<file path="config.mk">
export PLATFORM = sky130hd
export DESIGN_NAME = mem_arbiter_flat
export DESIGN_NICKNAME = d
export VERILOG_FILES = /design/src/rtl/mem_arb_pkg.sv /design/src/rtl/mem_arbiter_if.sv /design/src/rtl/arb_watchdog.sv /design/src/rtl/mem_arbiter.sv /design/src/flat_wrapper.sv
export SDC_FILE = /design/constraint.sdc
export NUM_CORES = 1
export LEC_CHECK = 0
export CAP_MARGIN = 5
export CORE_MARGIN = 3
export CORE_UTILIZATION = 35
export DETAILED_ROUTE_END_ITERATION = 10
export PLACE_DENSITY = 0.7
export SLEW_MARGIN = 20
export SYNTH_ARGS = -nofsm -noshare
export SYNTH_HDL_FRONTEND = slang
export SYNTH_SLANG_ARGS = --single-unit
</file>
<file path="constraint.sdc">
create_clock -name clk -period 2.7 [get_ports clk]
set_input_delay 0.27 -clock clk [delete_from_list [all_inputs] [get_ports clk]]
set_output_delay 0.27 -clock clk [all_outputs]
set_load 0.1 [all_outputs]
</file>
<file path="src/rtl/mem_arb_pkg.sv">
// Shared constants and helpers for the fetch/data memory arbiter.
package mem_arb_pkg;

   // FSM encoding
   localparam logic [1:0] IDLE   = 2'd0;
   localparam logic [1:0] ACCESS = 2'd1;
   localparam logic [1:0] RESP   = 2'd2;

   // Requester identities
   localparam logic OWN_F = 1'b0;
   localparam logic OWN_D = 1'b1;

   // Round-robin pick: on a tie the requester that was not served last wins.
   function automatic logic pick_owner(input logic f_req,
                                       input logic d_req,
                                       input logic last_grant);
      if (f_req && d_req) begin
         return ~last_grant;
      end else if (d_req) begin
         return OWN_D;
      end else begin
         return OWN_F;
      end
   endfunction

endpackage

</file>
<file path="src/rtl/mem_arbiter_if.sv">
// Bus bundle between the arbiter, its two requesters and the memory port.
// master = arbiter side, slave = requesters plus memory.
interface mem_arbiter_if #(
   parameter int unsigned ADDR_W = 32,
   parameter int unsigned DATA_W = 32
);
   logic              f_req;
   logic [ADDR_W-1:0] f_addr;
   logic              f_ack;
   logic              f_err;
   logic [DATA_W-1:0] f_rdata;

   logic              d_req;
   logic              d_we;
   logic [ADDR_W-1:0] d_addr;
   logic [DATA_W-1:0] d_wdata;
   logic              d_ack;
   logic              d_err;
   logic [DATA_W-1:0] d_rdata;

   logic              mem_re;
   logic              mem_we;
   logic [ADDR_W-1:0] mem_addr;
   logic [DATA_W-1:0] mem_wdata;
   logic [DATA_W-1:0] mem_rdata;
   logic              mem_rdy;

   modport master (
      input  f_req, f_addr, d_req, d_we, d_addr, d_wdata, mem_rdata, mem_rdy,
      output f_ack, f_err, f_rdata, d_ack, d_err, d_rdata,
             mem_re, mem_we, mem_addr, mem_wdata
   );

   modport slave (
      output f_req, f_addr, d_req, d_we, d_addr, d_wdata, mem_rdata, mem_rdy,
      input  f_ack, f_err, f_rdata, d_ack, d_err, d_rdata,
             mem_re, mem_we, mem_addr, mem_wdata
   );
endinterface

</file>
<file path="src/rtl/arb_watchdog.sv">
// Access watchdog: counts ACCESS cycles and flags the last allowed one.
module arb_watchdog #(
   parameter int unsigned TIMEOUT = 16
) (
   input  logic clk,
   input  logic rst,
   input  logic clr_i,
   input  logic en_i,
   output logic expired_o
);
   logic [7:0] cnt_q, cnt_d;

   // Next count: clear wins over increment
   always_comb begin
      cnt_d = cnt_q;
      if (clr_i) begin
         cnt_d = '0;
      end else if (en_i) begin
         cnt_d = cnt_q + 8'd1;
      end
   end

   // Counter register
   always_ff @(posedge clk or negedge rst) begin
      if (!rst) begin
         cnt_q <= '0;
      end else begin
         cnt_q <= cnt_d;
      end
   end

   assign expired_o = (cnt_q == 8'(TIMEOUT - 1));

endmodule

</file>
<file path="src/rtl/mem_arbiter.sv">
// Arbitrates the single memory port between instruction fetch and load/store.
module mem_arbiter
   import mem_arb_pkg::*;
#(
   parameter int unsigned ADDR_W  = 32,
   parameter int unsigned DATA_W  = 32,
   parameter int unsigned TIMEOUT = 16
) (
   input  logic          clk,
   input  logic          rst,
   mem_arbiter_if.master bus,
   output logic          busy
);
   logic [1:0]        state_q, state_d;
   logic              owner_q, owner_d;
   logic              we_q, we_d;
   logic              ok_q, ok_d;
   logic              last_q, last_d;
   logic [ADDR_W-1:0] addr_q, addr_d;
   logic [DATA_W-1:0] wdata_q, wdata_d;
   logic [DATA_W-1:0] f_rdata_q, f_rdata_d;
   logic [DATA_W-1:0] d_rdata_q, d_rdata_d;
   logic              wd_clr, wd_en, wd_exp;

   arb_watchdog #(.TIMEOUT(TIMEOUT)) u_wd (
      .clk       (clk),
      .rst       (rst),
      .clr_i     (wd_clr),
      .en_i      (wd_en),
      .expired_o (wd_exp)
   );

   // Next-state: grant in IDLE, wait for ready or timeout in ACCESS, respond in RESP
   always_comb begin
      state_d   = state_q;
      owner_d   = owner_q;
      we_d      = we_q;
      ok_d      = ok_q;
      last_d    = last_q;
      addr_d    = addr_q;
      wdata_d   = wdata_q;
      f_rdata_d = f_rdata_q;
      d_rdata_d = d_rdata_q;
      wd_clr    = 1'b0;
      wd_en     = 1'b0;
      case (state_q)
         IDLE: begin
            if (bus.f_req || bus.d_req) begin
               owner_d = pick_owner(bus.f_req, bus.d_req, last_q);
               if (owner_d == OWN_D) begin
                  addr_d  = bus.d_addr;
                  we_d    = bus.d_we;
                  wdata_d = bus.d_wdata;
               end else begin
                  addr_d  = bus.f_addr;
                  we_d    = 1'b0;
               end
               wd_clr  = 1'b1;
               state_d = ACCESS;
            end
         end
         ACCESS: begin
            wd_en = 1'b1;
            if (bus.mem_rdy) begin
               ok_d = 1'b1;
               if (!we_q) begin
                  if (owner_q == OWN_D) begin
                     d_rdata_d = bus.mem_rdata;
                  end else begin
                     f_rdata_d = bus.mem_rdata;
                  end
               end
               state_d = RESP;
            end else if (wd_exp) begin
               ok_d    = 1'b0;
               state_d = RESP;
            end
         end
         RESP: begin
            last_d  = owner_q;
            state_d = IDLE;
         end
         default: state_d = IDLE;
      endcase
   end

   // State and datapath registers
   always_ff @(posedge clk or negedge rst) begin
      if (!rst) begin
         state_q   <= IDLE;
         owner_q   <= OWN_F;
         we_q      <= 1'b0;
         ok_q      <= 1'b0;
         last_q    <= OWN_F;
         addr_q    <= '0;
         wdata_q   <= '0;
         f_rdata_q <= '0;
         d_rdata_q <= '0;
      end else begin
         state_q   <= state_d;
         owner_q   <= owner_d;
         we_q      <= we_d;
         ok_q      <= ok_d;
         last_q    <= last_d;
         addr_q    <= addr_d;
         wdata_q   <= wdata_d;
         f_rdata_q <= f_rdata_d;
         d_rdata_q <= d_rdata_d;
      end
   end

   // Strobes and response pulses decode straight from registered state
   always_comb begin
      bus.mem_re    = (state_q == ACCESS) && !we_q;
      bus.mem_we    = (state_q == ACCESS) && we_q;
      bus.mem_addr  = addr_q;
      bus.mem_wdata = wdata_q;
      bus.f_ack     = (state_q == RESP) && ok_q  && (owner_q == OWN_F);
      bus.f_err     = (state_q == RESP) && !ok_q && (owner_q == OWN_F);
      bus.d_ack     = (state_q == RESP) && ok_q  && (owner_q == OWN_D);
      bus.d_err     = (state_q == RESP) && !ok_q && (owner_q == OWN_D);
      bus.f_rdata   = f_rdata_q;
      bus.d_rdata   = d_rdata_q;
      busy          = (state_q != IDLE);
   end

endmodule

</file>
<file path="src/flat_wrapper.sv">
// flat-port wrapper written by rule: the top's interface ports become plain ports
module mem_arbiter_flat import mem_arb_pkg::*;
#(
   parameter int unsigned ADDR_W  = 32,
   parameter int unsigned DATA_W  = 32,
   parameter int unsigned TIMEOUT = 16
)
  (clk, rst, busy, bus_f_req, bus_f_addr, bus_d_req, bus_d_we, bus_d_addr, bus_d_wdata, bus_mem_rdata, bus_mem_rdy, bus_f_ack, bus_f_err, bus_f_rdata, bus_d_ack, bus_d_err, bus_d_rdata, bus_mem_re, bus_mem_we, bus_mem_addr, bus_mem_wdata);
  mem_arbiter_if #(.ADDR_W(ADDR_W), .DATA_W(DATA_W)) bus_i ();
  input  logic clk;
  input  logic rst;
  output logic busy;
  input wire logic [$bits(bus_i.f_req)-1:0] bus_f_req;
  input wire logic [$bits(bus_i.f_addr)-1:0] bus_f_addr;
  input wire logic [$bits(bus_i.d_req)-1:0] bus_d_req;
  input wire logic [$bits(bus_i.d_we)-1:0] bus_d_we;
  input wire logic [$bits(bus_i.d_addr)-1:0] bus_d_addr;
  input wire logic [$bits(bus_i.d_wdata)-1:0] bus_d_wdata;
  input wire logic [$bits(bus_i.mem_rdata)-1:0] bus_mem_rdata;
  input wire logic [$bits(bus_i.mem_rdy)-1:0] bus_mem_rdy;
  output wire logic [$bits(bus_i.f_ack)-1:0] bus_f_ack;
  output wire logic [$bits(bus_i.f_err)-1:0] bus_f_err;
  output wire logic [$bits(bus_i.f_rdata)-1:0] bus_f_rdata;
  output wire logic [$bits(bus_i.d_ack)-1:0] bus_d_ack;
  output wire logic [$bits(bus_i.d_err)-1:0] bus_d_err;
  output wire logic [$bits(bus_i.d_rdata)-1:0] bus_d_rdata;
  output wire logic [$bits(bus_i.mem_re)-1:0] bus_mem_re;
  output wire logic [$bits(bus_i.mem_we)-1:0] bus_mem_we;
  output wire logic [$bits(bus_i.mem_addr)-1:0] bus_mem_addr;
  output wire logic [$bits(bus_i.mem_wdata)-1:0] bus_mem_wdata;
  assign bus_i.f_req = bus_f_req;
  assign bus_i.f_addr = bus_f_addr;
  assign bus_i.d_req = bus_d_req;
  assign bus_i.d_we = bus_d_we;
  assign bus_i.d_addr = bus_d_addr;
  assign bus_i.d_wdata = bus_d_wdata;
  assign bus_i.mem_rdata = bus_mem_rdata;
  assign bus_i.mem_rdy = bus_mem_rdy;
  assign bus_f_ack = bus_i.f_ack;
  assign bus_f_err = bus_i.f_err;
  assign bus_f_rdata = bus_i.f_rdata;
  assign bus_d_ack = bus_i.d_ack;
  assign bus_d_err = bus_i.d_err;
  assign bus_d_rdata = bus_i.d_rdata;
  assign bus_mem_re = bus_i.mem_re;
  assign bus_mem_we = bus_i.mem_we;
  assign bus_mem_addr = bus_i.mem_addr;
  assign bus_mem_wdata = bus_i.mem_wdata;
  mem_arbiter #(.ADDR_W(ADDR_W), .DATA_W(DATA_W), .TIMEOUT(TIMEOUT)) u_core (.clk(clk), .rst(rst), .bus(bus_i), .busy(busy));
endmodule
</file>
==> results of run 1 <==
==> per-stage QoR <==
stage	area (µm²)	setup WS (ns)
2_1_floorplan	5740	0.383
3_3_place_gp	8350	0.696
3_5_place_dp	8350	0.633
4_1_cts	8980	0.719
5_1_grt	8980	0.666
6_report	8980	0.754
==> state kept, by name, summed over array words and instances, names as in the netlist, 2 cells and up <==
name	flops
u_core.bus.mem_wdata	32
u_core.state_q	2
u_core.bus.mem_addr	32
u_core.u_wd.cnt_q	8
u_core.bus.f_rdata	32
u_core.bus.d_rdata	32
==> cells in the mapped netlist (2+ instances only) <==
master and count:
a31oi_1 2, and2_1 2, and3_1 2, buf_2 7, buf_4 6, clkbuf_1 10
dfrtp_1 142, mux2_1 6, mux2_2 91, mux2i_1 35, nand2_1 46, nand3_1 5
nor2_1 8, nor2b_1 2, nor3b_1 2, o21ai_0 33, o21ai_1 2, o31ai_1 2
==> per-layer routing <==
| layer | share of wire (%) | GRT usage (%) | routed length (µm) | up-vias |
|---|---|---|---|---|
| met3 | 8.6 | 6.38 | 1290 | 19 |
| met1 | 41 | 19.4 | 6090 | 2049 |
| met2 | 49 | 28.6 | 7370 | 189 |
| met4 | 1.7 | 5.94 | 257 | 0 |
| met5 | 0 | 0 | 0 | - |
| li1 | - | - | - | 2021 |
==> kinds of logic (layout without fill, tap and decap cells) <==
family	count (synthesis)	after routing	synth area share, %
flops	142	142	62.0
mux	132	132	25.2
simple gates	75	75	6.31
compound gates	44	44	4.19
buf+inv	24	311	2.12
fa+ha+maj	1	1	0.218
==> worst paths after layout <==
kind,from,to,slack (ns),cells after the start
setup / recovery,u_core.state_q[0],bus_f_err,0.75,3
setup reg to reg,u_core.state_q[1],u_core.bus.f_rdata[28],0.89,4
max in group asynchronous,rst,u_core.bus.mem_wdata[2],1.57,3
min in group clk,bus_d_we,u_core.we_q,0.45,3
hold / removal,rst,u_core.bus.f_rdata[4],0.40,2
hold reg to reg,u_core.bus.mem_addr[18],u_core.bus.mem_addr[18],0.48,2
==> layout make-up <==
class                   count  share of cell area [%]
well taps                 216                    3.01
flip-flops and latches    142                    39.6
clock inverters            12                    1.76
clock buffers              20                    5.20
inverters                   1                  0.0418
multi-input cells         252                    23.2
repair buffers            278                    27.3
==> worst reg2reg max path, stage by stage, from the launching register on <==
cell and delay [ns]:
dfrtp_1 0.40, nand2b_4 0.22, nor4b_4 0.22, buf_4 0.44, mux2_2 0.41
==> metrics, run 1 <==
status=finished, final reports clean; share of the synthesized area in the top cell type=62.0%; n_diodes=0; root buffer cell=clkbuf_16; Hold-fix buffers, CTS=1; CP arrival=1.68 ns; endpoints failing setup=0; utilization after layout=56.3%; synth top area cells=dfrtp_1 (62%), mux2_2 (18%), mux2i_1 (6.1%); HPWL after DPL=11.3 mm; Worst Max-Slew Pin Slew=0.568 ns; Synth cell types=33; relative slew slack=62.2%; core footprint=15900 µm²; Worst EP required=2.43 ns; first-pass GRT wire length=23.9 mm; drt drc=0; number of global-route vias before repair=4697; initial antenna violation count=0; Routed WL=15.0 mm; syn_area_per_cell=13.7 µm²; number of synthesized flops with an enable pin=0; CTS resizes=0; Max Slew Vio Count=0; synthesis-stage register bit count=142; worst hold slack=0.401 ns; Clk Latency, worst-skew pair=0.41 ns; Mapped Cells=418; total CTS buffers=17; CTS clock-pin slew for the worst setup and hold paths=0.06 ns; Max-Cap Viols=0; Synth Cell Area=5730 µm²; Hold Crit Class=input pin to asynchronous set/reset pin; row cnt=46; NumNets Final=827; Ys Warns=0; crit start category=flip-flop; Sink Count=142; vias per cell=4.64; WL/cell=16.3 µm; syn_nets=553; Detailed Routing Iterations Pass 1=4; most area-hungry cell type in the Yosys netlist=dfrtp_1; die area=17900 µm²; I/O pins=269; crit path buf inv count=1; Max stage delay on crit path=0.43 ns; ys async rst share=100%; fill count=1332; largest net degree at the start of global routing=63; min Tclk post-route=1.95 ns; count of input and output buffers=268; Initial Utilization=36.0%; Cell Chain, Critical Path=nor2b_1 > nor3b_2 > buf_4; crit share post-route=72.1%; Detailed Route Iter0 Violations=110; endpoints failing hold=0; Post-DRT Antenna Nets=0; FMAX=0.514 GHz; Crit. End Element=output pin; Crit-path slowest cell=dfrtp_1; H-tree depth=4; Post-Place Cells=888; post-CTS setup buffers=0; DIE WIDTH=134 µm; top_reg_cell synth=dfrtp_1; GRT overflow=0; CTS tree=yes; critical path peak fanout=5; worst clock skew=0.00554 ns; area of the multi-input gates=2080 µm²; Tot GR Track Use=16.8%; CP delay by family, top=simple AND/OR/NAND/NOR gates; Final Non-Filler Cells=921; RSZ-0062 raised after global routing=no; Sequential cell area=3550 µm²; setup_tns=0 ns; WS Path Type=flip-flop to output pin; commonest non-fill, non-tap cells in the layout=buf_4 (142), dfrtp_1 (142), clkdlybuf4s50_1 (132); Die Y=134 µm; gpl congestion=0.761; Synth-to-Final Area Change=56.7%; post-synthesis sequential area ratio=62.0%; Clock Path Buffers=2; vias=4278; fraction of layout cells with a size suffix above 1=39.0%
Power of run 1 is not shown: default switching activity piles up to over one toggle a cycle in this logic, so the estimate is an artifact.
==> run 2, diff against run 1 <==
==> constraint.sdc (replaced) <==
create_clock -name clk -period 1.9 [get_ports clk]
set_input_delay 0.19 -clock clk [delete_from_list [all_inputs] [get_ports clk]]
set_output_delay 0.19 -clock clk [all_outputs]
set_load 0.1 [all_outputs]
==> run 2 against run 1 <==
Against the previous run: non-clock buffer count increased by 3; global-route usage decreased by 0.16 points; worst hold slack got worse by 0.13 ns; critical path depth unchanged; routed wire length decreased by 1.3%; worst setup slack got worse by 0.61 ns; sequential cell count unchanged; via count increased by 0.12%; cell area increased by 1.8%.
==> metrics, run 2 (synthesis gave the netlist of run 1 again) <==
worst hold slack=0.268 ns; Worst Max-Slew Pin Slew=0.393 ns; crit start category=flip-flop; Initial Utilization=36.0%; FMAX=0.570 GHz; endpoints failing setup=0; I/O pins=269; CTS tree=yes; Crit. End Element=output pin; Sink Count=142; initial antenna violation count=0; RSZ-0062 raised after global routing=no; Die Y=134 µm; die area=17900 µm²; min Tclk post-route=1.76 ns; leading cell type in the layout, fill and taps excluded=dfrtp_1; fraction of layout cells with a size suffix above 1=39.7%; critical path peak fanout=5; NumNets Final=830; worst clock skew=0.00938 ns; Worst EP required=1.71 ns; Final Non-Filler Cells=924; WS Path Type=flip-flop to output pin; endpoints failing hold=0; row cnt=46; Post-DRT Antenna Nets=0; first-pass GRT wire length=23.5 mm; Max-Cap Viols=0; Detailed Routing Iterations Pass 1=4; core footprint=15900 µm²; Post-Place Cells=891; Synth-to-Final Area Change=59.6%; HPWL after DPL=11.3 mm; root buffer cell=clkbuf_16; Tot GR Track Use=16.6%; DIE WIDTH=134 µm; DP Worst Slack=0.131 ns; count of input and output buffers=268; post-CTS setup buffers=0; Hold Crit Class=input pin to asynchronous set/reset pin; number of global-route vias before repair=4626; vias per cell=4.64; Worst Setup Slack, final=0.144 ns; status=finished, final reports clean; relative slew slack=73.8%; CP arrival=1.57 ns; total CTS buffers=17; Clk Latency, worst-skew pair=0.41 ns; vias=4283; n_diodes=0; Routed WL=14.8 mm; H-tree depth=4; largest net degree at the start of global routing=65; GRT overflow=0; utilization after layout=57.4%; Clock Path Buffers=2; Detailed Route Iter0 Violations=113; crit share post-route=92.4%; gpl congestion=0.744; CTS clock-pin slew for the worst setup and hold paths=0.06 ns; Max Slew Vio Count=0; commonest non-fill, non-tap cells in the layout=dfrtp_1 (142), buf_4 (134), clkdlybuf4s50_1 (132); drt drc=0; WL/cell=16.0 µm
[run 2: layout make-up]
cell class / count / area [µm²]
Clock buffer: 19 / 453
Tap cell: 216 / 270
Multi-Input combinational cell: 252 / 2100
Inverter: 1 / 3.75
Sequential cell: 142 / 3550
Fill cell: 1288 / 6800
Clock inverter: 13 / 160
Timing Repair Buffer: 281 / 2610
[run 2: critical path, stage by stage (launching register included)]
cell	delay, ns
dfrtp_1	0.43
nor2b_2	0.24
nor3b_2	0.27
buf_12	0.21
[run 2: final timing paths]
kind	start	to	slack, ns	cells after the start
setup / recovery	u_core.state_q[0]	bus_f_err	0.14	3
max in group asynchronous	rst	u_core.bus.mem_addr[17]	0.95	3
setup reg to reg	u_core.state_q[1]	u_core.bus.f_rdata[2]	0.22	4
hold / removal	rst	u_core.bus.f_rdata[3]	0.27	2
hold reg to reg	u_core.bus.mem_addr[29]	u_core.bus.mem_addr[29]	0.48	2
min in group clk	bus_d_we	u_core.we_q	0.33	3
[run 2: routing by layer]
| metal | routed length (µm) | up-vias | track usage, % |
|---|---|---|---|
| met1 | 6040 | 2046 | 19.8 |
| met5 | 0 | - | 0 |
| met4 | 261 | 0 | 5.89 |
| met3 | 1210 | 19 | 6.00 |
| met2 | 7300 | 191 | 27.8 |
| li1 | - | 2027 | - |
[run 2: what timing repair did]
item,CTS,global route
endpoints found under the setup margin,1,0
hold buffers,1,0
endpoints found under the hold margin,37,0
gates resized for setup,1,0
[run 2: through the flow]
stage	instance area [µm²]	setup TNS (ns)
after floorplan	5750	-0.167
after global routing	9150	0
after detailed placement	8520	0
final	9150	0
after global placement	8520	0
after CTS	9150	0
Power of run 2 is left out for the same reason.
==> run 3, diff against run 2 <==
--- a/config.mk
+++ b/config.mk
@@ -6,6 +6,7 @@
 export NUM_CORES = 1
 export LEC_CHECK = 0
 export CAP_MARGIN = 5
+export CORE_ASPECT_RATIO = 1.75
 export CORE_MARGIN = 3
 export CORE_UTILIZATION = 35
 export DETAILED_ROUTE_END_ITERATION = 10
==> constraint.sdc (replaced) <==
create_clock -name clk -period 2.15 [get_ports clk]
set_input_delay 0.215 -clock clk [delete_from_list [all_inputs] [get_ports clk]]
set_output_delay 0.215 -clock clk [all_outputs]
set_load 0.1 [all_outputs]
==> run 3 against run 2 <==
Against the previous run: sequential share of layout area grew 0.48 points; worst hold slack improved by 0.090 ns; final cell count shrank 3.5%; die area rose by 0.34%; first-iteration DRC count increased by 48%; cell area down 1.2%; non-clock buffer count decreased by 4; critical path type unchanged; critical path depth stayed put; worst setup slack better by 0.18 ns.
==> metrics, run 3 (synthesis gave the netlist of run 1 again) <==
status=finished, final reports clean; core footprint=16000 µm²; Detailed Routing Iterations Pass 1=4; GRT overflow=0; relative slew slack=57.9%; count of input and output buffers=268; n_diodes=0; gpl congestion=0.721; number of global-route vias before repair=4460; CTS resizes=0; Met1 Wirelength=5.10 mm; HPWL after DPL=11.2 mm; endpoints failing setup=0; WL met3=984 µm; setup_tns=0 ns; leading cell type in the layout, fill and taps excluded=dfrtp_1; Sink Count=142; vias per cell=4.75; FMAX=0.546 GHz; fill count=1341; area of the multi-input gates=2090 µm²; Detailed Route Iter0 Violations=167; Crit-path slowest cell=dfrtp_1; Max stage delay on crit path=0.42 ns; Clock Path Buffers=2; drt drc=0; CTS clock-pin slew for the worst setup and hold paths=0.06 ns; WL/cell=16.3 µm; Max-Cap Viols=0; reg2reg start=u_core.state_q[1]; worst hold slack=0.359 ns; largest net degree at the start of global routing=66; Synth-to-Final Area Change=57.6%; RSZ-0062 raised after global routing=no; CP arrival=1.62 ns; I/O pins=269; initial antenna violation count=0; Worst Max-Slew Pin Slew=0.631 ns; H-tree depth=4; Final Non-Filler Cells=892; Max Slew Vio Count=0; Clk Latency, worst-skew pair=0.40 ns; crit start category=flip-flop; total CTS buffers=17; endpoints failing hold=0; Cell Chain, Critical Path=nor2b_1 > nor3b_2 > buf_12; NumNets Final=826; Initial Utilization=35.9%; root buffer cell=clkbuf_16; met2 WL=8.17 mm; critical path peak fanout=5; Post-DRT Antenna Nets=0; Post-Place Cells=860; Worst EP required=1.93 ns; commonest non-fill, non-tap cells in the layout=dfrtp_1 (142), clkdlybuf4s50_1 (132), buf_4 (132); row cnt=61; worst clock skew=0.00972 ns; Die Y=175 µm; first-pass GRT wire length=22.5 mm; fraction of layout cells with a size suffix above 1=38.7%; Routed WL=14.6 mm; Hold Crit Class=input pin to asynchronous set/reset pin; max layer used=met4; crit share post-route=85.1%; vias=4238; DIE WIDTH=103 µm; die area=18000 µm²; utilization after layout=56.6%; min Tclk post-route=1.83 ns; Sequential cell area=3550 µm²; Tot GR Track Use=16.1%; Crit. Startpoint=u_core.state_q[0]; WS Path Type=flip-flop to output pin; Crit. End Element=output pin; CTS tree=yes
run 3: stage by stage:
step,instance area [µm²],setup WS [ns]
floorplan,5740,0.0577
global placement,8430,0.268
detailed placement,8430,0.246
CTS,9030,0.299
global route,9030,0.211
finish,9030,0.320
run 3: repair_timing:
action,4_1_cts,5_1_grt
hold endpoints to repair,63,0
buffers inserted,0,0
hold buffers,1,0
run 3: path summary, 6_finish.rpt:
| kind | endpoint | slack (ns) | cells after the start |
|---|---|---|---|
| setup / recovery | bus_f_err | 0.32 | 3 |
| hold / removal | u_core.bus.f_rdata[11] | 0.36 | 2 |
| setup reg to reg | u_core.bus.f_rdata[29] | 0.50 | 4 |
| hold reg to reg | u_core.bus.mem_addr[29] | 0.48 | 2 |
| max in group asynchronous | u_core.bus.d_rdata[25] | 1.10 | 3 |
| min in group clk | u_core.we_q | 0.37 | 3 |
run 3: metal layers:
metal  GRT usage (%)  up-vias
met5               0        -
met4            6.32        0
met3            3.66       20
met2            30.1      177
met1            17.0     2037
li1                -     2004
run 3: final cells by class:
type / count / area share, %
Sequential cell: 142 / 39.3
Timing Repair Buffer: 277 / 28.3
Multi-Input combinational cell: 252 / 23.1
Clock buffer: 19 / 4.79
Tap cell: 189 / 2.62
Clock inverter: 12 / 1.81
Inverter: 1 / 0.0416
run 3: critical path: cells and delay by family (launching register included):
kind                   cells  cell delay [ns]
AND/OR/NAND/NOR            2             0.58
flip-flops                 1             0.42
buffers and inverters      1             0.21
Power of run 3 is left out for the same reason.
